File: src/rtl/unified_mem_arbiter.sv
// Arbitrates a single-ported fixed-latency memory between instruction fetch and data ports.
// Data wins by default; a saturating starve counter forces fetch through after STARVE_MAX losses.
`timescale 1ns/1ps
module unified_mem_arbiter #(
    parameter int unsigned ADDR_W     = 32,
    parameter int unsigned DATA_W     = 32,
    parameter int unsigned MEM_LAT    = 2,
    parameter int unsigned STARVE_MAX = 4
) (
    input  logic                i_clk,
    input  logic                i_rst,
    input  logic                i_if_req,
    input  logic [ADDR_W-1:0]   i_if_addr,
    input  logic                i_if_flush,
    output logic                o_if_gnt,
    output logic                o_if_rvalid,
    output logic [DATA_W-1:0]   o_if_rdata,
    input  logic                i_d_req,
    input  logic                i_d_we,
    input  logic [ADDR_W-1:0]   i_d_addr,
    input  logic [DATA_W-1:0]   i_d_wdata,
    input  logic [DATA_W/8-1:0] i_d_be,
    output logic                o_d_gnt,
    output logic                o_d_rvalid,
    output logic [DATA_W-1:0]   o_d_rdata,
    output logic                o_m_en,
    output logic                o_m_we,
    output logic [ADDR_W-1:0]   o_m_addr,
    output logic [DATA_W-1:0]   o_m_wdata,
    output logic [DATA_W/8-1:0] o_m_be,
    input  logic [DATA_W-1:0]   i_m_rdata,
    output logic                o_stall_if,
    output logic                o_stall_mem
);

    localparam int unsigned BE_W  = DATA_W / 8;
    localparam int unsigned CNT_W = (MEM_LAT > 1) ? $clog2(MEM_LAT) : 1;
    localparam int unsigned STV_W = $clog2(STARVE_MAX + 1);

    typedef enum logic {StIdle, StBusy} state_t;

    state_t              r_state;
    state_t              w_state_nxt;
    logic                r_own_if;
    logic [CNT_W-1:0]    r_cnt;
    logic                r_flushed;
    logic [STV_W-1:0]    r_starve;
    logic                r_m_en;
    logic                r_m_we;
    logic [ADDR_W-1:0]   r_m_addr;
    logic [DATA_W-1:0]   r_m_wdata;
    logic [BE_W-1:0]     r_m_be;
    logic                r_if_rvalid;
    logic [DATA_W-1:0]   r_if_rdata;
    logic                r_d_rvalid;
    logic [DATA_W-1:0]   r_d_rdata;

    logic w_idle, w_busy, w_if_cand, w_if_force, w_if_gnt, w_d_gnt, w_done, w_flushed_now;

    assign w_idle        = (r_state == StIdle);
    assign w_busy        = (r_state == StBusy);
    assign w_if_cand     = i_if_req & ~i_if_flush;
    assign w_if_force    = (r_starve == STV_W'(STARVE_MAX));
    assign w_if_gnt      = ~i_rst & w_idle & w_if_cand & (~i_d_req | w_if_force);
    assign w_d_gnt       = ~i_rst & w_idle & i_d_req & ~(w_if_cand & w_if_force);
    assign w_done        = w_busy & (r_cnt == CNT_W'(MEM_LAT - 1));
    assign w_flushed_now = r_flushed | i_if_flush;

    always_comb begin
        w_state_nxt = r_state;
        case (r_state)
            StIdle:  if (w_if_gnt | w_d_gnt) w_state_nxt = StBusy;
            StBusy:  if (w_done) w_state_nxt = StIdle;
            default: w_state_nxt = StIdle;
        endcase
    end

    always_ff @(posedge i_clk) begin
        if (i_rst) begin
            r_state     <= StIdle;
            r_own_if    <= 1'b0;
            r_cnt       <= '0;
            r_flushed   <= 1'b0;
            r_starve    <= '0;
            r_m_en      <= 1'b0;
            r_m_we      <= 1'b0;
            r_m_addr    <= '0;
            r_m_wdata   <= '0;
            r_m_be      <= '0;
            r_if_rvalid <= 1'b0;
            r_if_rdata  <= '0;
            r_d_rvalid  <= 1'b0;
            r_d_rdata   <= '0;
        end else begin
            r_state <= w_state_nxt;
            r_m_en  <= w_if_gnt | w_d_gnt;
            if (w_if_gnt | w_d_gnt) begin
                r_own_if  <= w_if_gnt;
                r_cnt     <= '0;
                r_flushed <= 1'b0;
                r_m_addr  <= w_if_gnt ? i_if_addr : i_d_addr;
                r_m_we    <= w_d_gnt & i_d_we;
                r_m_wdata <= w_d_gnt ? i_d_wdata : '0;
                r_m_be    <= (w_d_gnt & i_d_we) ? i_d_be : {BE_W{1'b1}};
            end else if (w_busy) begin
                if (!w_done) r_cnt <= r_cnt + CNT_W'(1);
                if (r_own_if && i_if_flush) r_flushed <= 1'b1;
            end
            // A flush in the final BUSY cycle still has to kill the response.
            r_if_rvalid <= w_done & r_own_if & ~w_flushed_now;
            r_d_rvalid  <= w_done & ~r_own_if;
            if (w_done && r_own_if) r_if_rdata <= i_m_rdata;
            if (w_done && !r_own_if) r_d_rdata <= r_m_we ? '0 : i_m_rdata;
            if (w_if_gnt) begin
                r_starve <= '0;
            end else if (w_idle && w_if_cand && w_d_gnt && !w_if_force) begin
                r_starve <= r_starve + STV_W'(1);
            end
        end
    end

    assign o_if_gnt    = w_if_gnt;
    assign o_d_gnt     = w_d_gnt;
    assign o_if_rvalid = r_if_rvalid & ~i_if_flush;
    assign o_if_rdata  = r_if_rdata;
    assign o_d_rvalid  = r_d_rvalid;
    assign o_d_rdata   = r_d_rdata;
    assign o_m_en      = r_m_en;
    assign o_m_we      = r_m_we;
    assign o_m_addr    = r_m_addr;
    assign o_m_wdata   = r_m_wdata;
    assign o_m_be      = r_m_be;

    // Stalls cover the grant cycle too: the data only arrives MEM_LAT+1 cycles later.
    assign o_stall_if  = (i_if_req & ~o_if_rvalid) | (w_busy & r_own_if & ~w_flushed_now);
    assign o_stall_mem = (i_d_req & ~o_d_rvalid) | (w_busy & ~r_own_if);

endmodule

File: config.mk
export PLATFORM = sky130hd
export DESIGN_NAME = unified_mem_arbiter
export DESIGN_NICKNAME = d
export VERILOG_FILES = /design/src/rtl/unified_mem_arbiter.sv
export SDC_FILE = /design/constraint.sdc
export NUM_CORES = 1
export LEC_CHECK = 0
export CAP_MARGIN = 20
export CORE_MARGIN = 2
export CORE_UTILIZATION = 36
export CTS_BUF_LIST = sky130_fd_sc_hd__clkbuf_16
export DETAILED_ROUTE_END_ITERATION = 12
export DONT_BUFFER_PORTS = 1
export GPL_ROUTABILITY_DRIVEN = 0
export GPL_TIMING_DRIVEN = 0
export HOLD_SLACK_MARGIN = 0.12
export PLACE_DENSITY = 0.47
export SLEW_MARGIN = 40
export SYNTH_ARGS = -nofsm -noshare
export SYNTH_HDL_FRONTEND = slang
export SYNTH_SLANG_ARGS = --single-unit
File: constraint.sdc
create_clock -name i_clk -period 2.89 [get_ports i_clk]
set_clock_uncertainty 0.05 [all_clocks]
set_input_delay 0.4335 -clock i_clk [delete_from_list [all_inputs] [get_ports i_clk]]
set_output_delay 0.4335 -clock i_clk [all_outputs]
set_load 0.01 [all_outputs]
==> out/summary.md <==
In this run the cell area of the synthesized design comes to 4942 sq um. The clock passes through at most 2 buffers. Counting flops with an async set or reset pin after synthesis yields a share of 0%. Port buffering added 0 buffers.

The logs give 0 for the count of endpoints failing hold in the final timing report and 0.004597 W for the overall power after layout. The clock reaches the later pin of the worst-skew pair after 0.41 ns. The post-route netlist has 6.190% of its cells at a drive strength greater than 1. For this run, the total global-route usage over all layers was measured as 20.36%. The via count of the first global-routing pass is 4,395, and the synthesized area divided by synthesized cell count is 9.729 sq um. The per-cell routed wire length came out at 19.03 microns. The tools report the count of routing violations after the opening detailed-route iteration as 242.

CTS saw 143 sinks. Of all nets on the critical path, the largest fanout is 10. The share of synthesized area occupied by flip-flops and latches was 57.92%.

The count of nets left with antenna violations once routing finished came out at 0. The wire length on met1 came out at 6.030 mm. After legalization and detailed placement, the total HPWL measured 10.79 mm. By startpoint and endpoint, the worst setup path is classified as reg -> reg.

TritonCTS built the clock tree. The dominant synthesized flop cell was sky130_fd_sc_hd__dfxtp_1. The number of different library cells used by synthesis comes to 35. The area enclosed by the die boundary was 14,680 sq um.

Subtracting the final worst setup slack from the clock period gives 2.624 ns. Setup violations remaining at the end of the flow were counted as 0. STA classifies the critical path endpoint as a flop.

The endpoint arrival time on the critical path was 2.93 ns. The share of the clock period used by the worst path was 90.78%; the final max-slew violation count was 0. The worst pin sits at a relative slew slack of 51.41%.

At the pin with the least slew margin, the transition time is 0.7262 ns. For the I/O pin count, the log shows 278. Highest routing layer actually used: met4.

The number of remaining DRC errors is 0. The total area inside the core boundary comes to 13,350 sq um. The logs give 42 for the number of placement rows and 1.336 mm for the detailed route wirelength on metal3. The startpoint kind of the worst setup timing path is a flop.

Wires add up to 15.34 mm. For the leakage power, the log shows 2.511 nW. The clock buffer count from CTS was 17. The run gives 4 as the number of optimization iterations in the first detailed-route pass. Counting every instance in the synthesized netlist gives 508. The initial antenna violation count is 0, and the vertical die dimension is 121.2 microns.

The tools report the number of vias after detailed routing as 4,339. The flow ran to the end, and the final reports show no timing, DRC or antenna violations. The synthesized design contains 0 enable-type register cells. The placed instances occupy a cell area of 5169 sq um.

For the number of antenna repair diodes, the log shows 0. For the effective utilization at floorplan, the log shows 37.03%. Setup total negative slack on the finished layout was measured at 0 ns.

The run gives 3.20 ns as the critical path data required time. The horizontal extent of the die was 121.2 microns. The tree is rooted in a sky130_fd_sc_hd__clkbuf_16. The first-pass GRT wire length is 22.96 mm, and the count of nets after finishing is 757.

The tools report the leftover overflow at the end of global routing as 0. Synthesis produced a netlist with a net count of 648. Summed over all nets, wire length on met2 after detailed routing comes to 7.579 mm. Largest net degree at the start of global routing: 17.

The clock transition time at the flip-flop clock pins of the worst setup and hold paths was 0.06 ns; the fmax was 381.2 MHz. Dividing the detail-routed via count by the number of cells gives 5.383. Power density of the placed cells: 697.8 nW/um^2. Worst min-delay path class: in -> reg. Max-cap violations in this run came to 0. Setup repair after global routing left no endpoint under its margin.

The H-tree was split into 4 levels. Once layout is done, the placed cells without fillers occupy 6588 sq um. The Yosys step of the flow raised 0 warnings. For this run, the share of the core covered by cells in the final layout is 49.35%. The maximum ir drop on the vdd rail is 0.0003795 V, and the synthesis-to-finish area growth is 33.29%. The synthesized flop and latch total was 143.
[report_power, final]
part	internal, W	switching [W]
clock network	0.00115	0.000790
logic	0.000209	0.000198
registers	0.00210	0.000154
total	0.00345	0.00114
[layout by cell type (no fill, tap or decap), types with 2 or more instances in the layout]
master,synthesis,final
sky130_fd_sc_hd__a21o_1,2,2
sky130_fd_sc_hd__a21oi_1,69,69
sky130_fd_sc_hd__a22o_1,65,65
sky130_fd_sc_hd__a31oi_1,13,13
sky130_fd_sc_hd__buf_2,2,2
sky130_fd_sc_hd__buf_6,4,4
sky130_fd_sc_hd__clkbuf_1,36,35
sky130_fd_sc_hd__clkbuf_16,0,17
sky130_fd_sc_hd__clkinv_1,1,4
sky130_fd_sc_hd__clkinv_2,0,4
sky130_fd_sc_hd__dfxtp_1,143,143
sky130_fd_sc_hd__dlygate4sd3_1,0,90
sky130_fd_sc_hd__ha_1,2,2
sky130_fd_sc_hd__inv_1,5,11
sky130_fd_sc_hd__nand2_1,92,92
sky130_fd_sc_hd__nor2_1,28,28
sky130_fd_sc_hd__nor3_1,3,3
sky130_fd_sc_hd__o21ba_2,2,2
sky130_fd_sc_hd__o221a_2,2,2
sky130_fd_sc_hd__o2bb2ai_1,20,20
[final timing paths]
kind,slack (ns),end,startpoint,cells after the start
max,0.27,o_m_addr[24]$_SDFFE_PP0P_,r_state$_SDFF_PP0_,7
max reg2reg,0.27,o_m_addr[24]$_SDFFE_PP0P_,r_state$_SDFF_PP0_,7
min,0.14,o_m_addr[26]$_SDFFE_PP0P_,i_if_addr[26],2
min reg2reg,0.43,r_if_rvalid$_SDFF_PP0_,r_flushed$_SDFFE_PP0P_,1
[flip-flops by register name (all words and copies together), names as in the netlist, 3 cells and up]
| register | cells |
|---|---|
| o_m_be | 4 |
| o_m_wdata | 32 |
| o_d_rdata | 32 |
| r_starve | 3 |
| o_m_addr | 32 |
| o_if_rdata | 32 |
[layout make-up]
class                      count  area, sq um
multi-input combinational    315         1857
sequential                   143         2863
buffer                        43        198.9
inverter                       7        31.28
timing repair buffer          90        900.9
fill                        1269         6760
tap                          176        220.2
clock inverter                15        91.34
clock buffer                  17        425.4
[cell usage after synthesis, types with 2 or more instances]
cell type,count,area [sq um]
sky130_fd_sc_hd__inv_1,5,18.77
sky130_fd_sc_hd__buf_2,2,10.01
sky130_fd_sc_hd__dfxtp_1,143,2863
sky130_fd_sc_hd__a22o_1,65,569.3
sky130_fd_sc_hd__nor2_1,28,105.1
sky130_fd_sc_hd__nor3_1,3,15.01
sky130_fd_sc_hd__o2bb2ai_1,20,175.2
sky130_fd_sc_hd__a21o_1,2,15.01
sky130_fd_sc_hd__o221a_2,2,22.52
sky130_fd_sc_hd__ha_1,2,25.02
sky130_fd_sc_hd__a21oi_1,69,345.3
sky130_fd_sc_hd__nor4_1,2,12.51
sky130_fd_sc_hd__clkbuf_1,36,135.1
sky130_fd_sc_hd__a31oi_1,13,81.33
sky130_fd_sc_hd__buf_6,4,45.04
sky130_fd_sc_hd__o21ba_2,2,20.02
sky130_fd_sc_hd__nand2_1,92,345.3
[layer usage]
| metal | global-route usage, % | vias to the layer above |
|---|---|---|
| li1 | - | 2031 |
| met1 | 22.37 | 2069 |
| met5 | 0 | - |
| met4 | 8.980 | 0 |
| met2 | 35.15 | 214 |
| met3 | 7.425 | 25 |
[worst max-delay path, stage by stage, from the launching register on]
cell and delay (ns):
sky130_fd_sc_hd__dfxtp_1 0.30, sky130_fd_sc_hd__buf_2 0.17, sky130_fd_sc_hd__a211oi_1 0.41, sky130_fd_sc_hd__clkbuf_2 0.34
sky130_fd_sc_hd__clkbuf_1 0.45, sky130_fd_sc_hd__a21oi_1 0.09, sky130_fd_sc_hd__a31oi_1 0.18, sky130_fd_sc_hd__dlygate4sd3_1 0.57
[metrics by stage]
stage,std cells,hold WS [ns],worst slack (ns)
4_1_cts,806,0.1212,0.1347
3_5_place_dp,684,0.4043,0.4746
3_3_place_gp,684,0.3902,0.4862
6_report,806,0.1363,0.2664
2_1_floorplan,508,0.3702,0.7823
5_1_grt,806,0.1203,0.02652
[logic make-up (layout without fill, tap and decap cells)]
logic type | Yosys count | in the layout | share of synthesized area, %
AOI/OAI and AO/OA | 181 | 181 | 26.15
DFF | 143 | 143 | 57.92
and+or+nand+nor | 132 | 132 | 10.78
buffers and inverters | 50 | 172 | 4.633
adders and majority gates | 2 | 2 | 0.5062
[timing repair]
action                                  CTS  global route
endpoints found under the setup margin    0             8
gates resized for setup                   0             2
endpoints found under the hold margin   113             0
hold buffers                             90             0
buffers inserted                          0             0
Note: power is estimated with default switching activity, not from simulation.
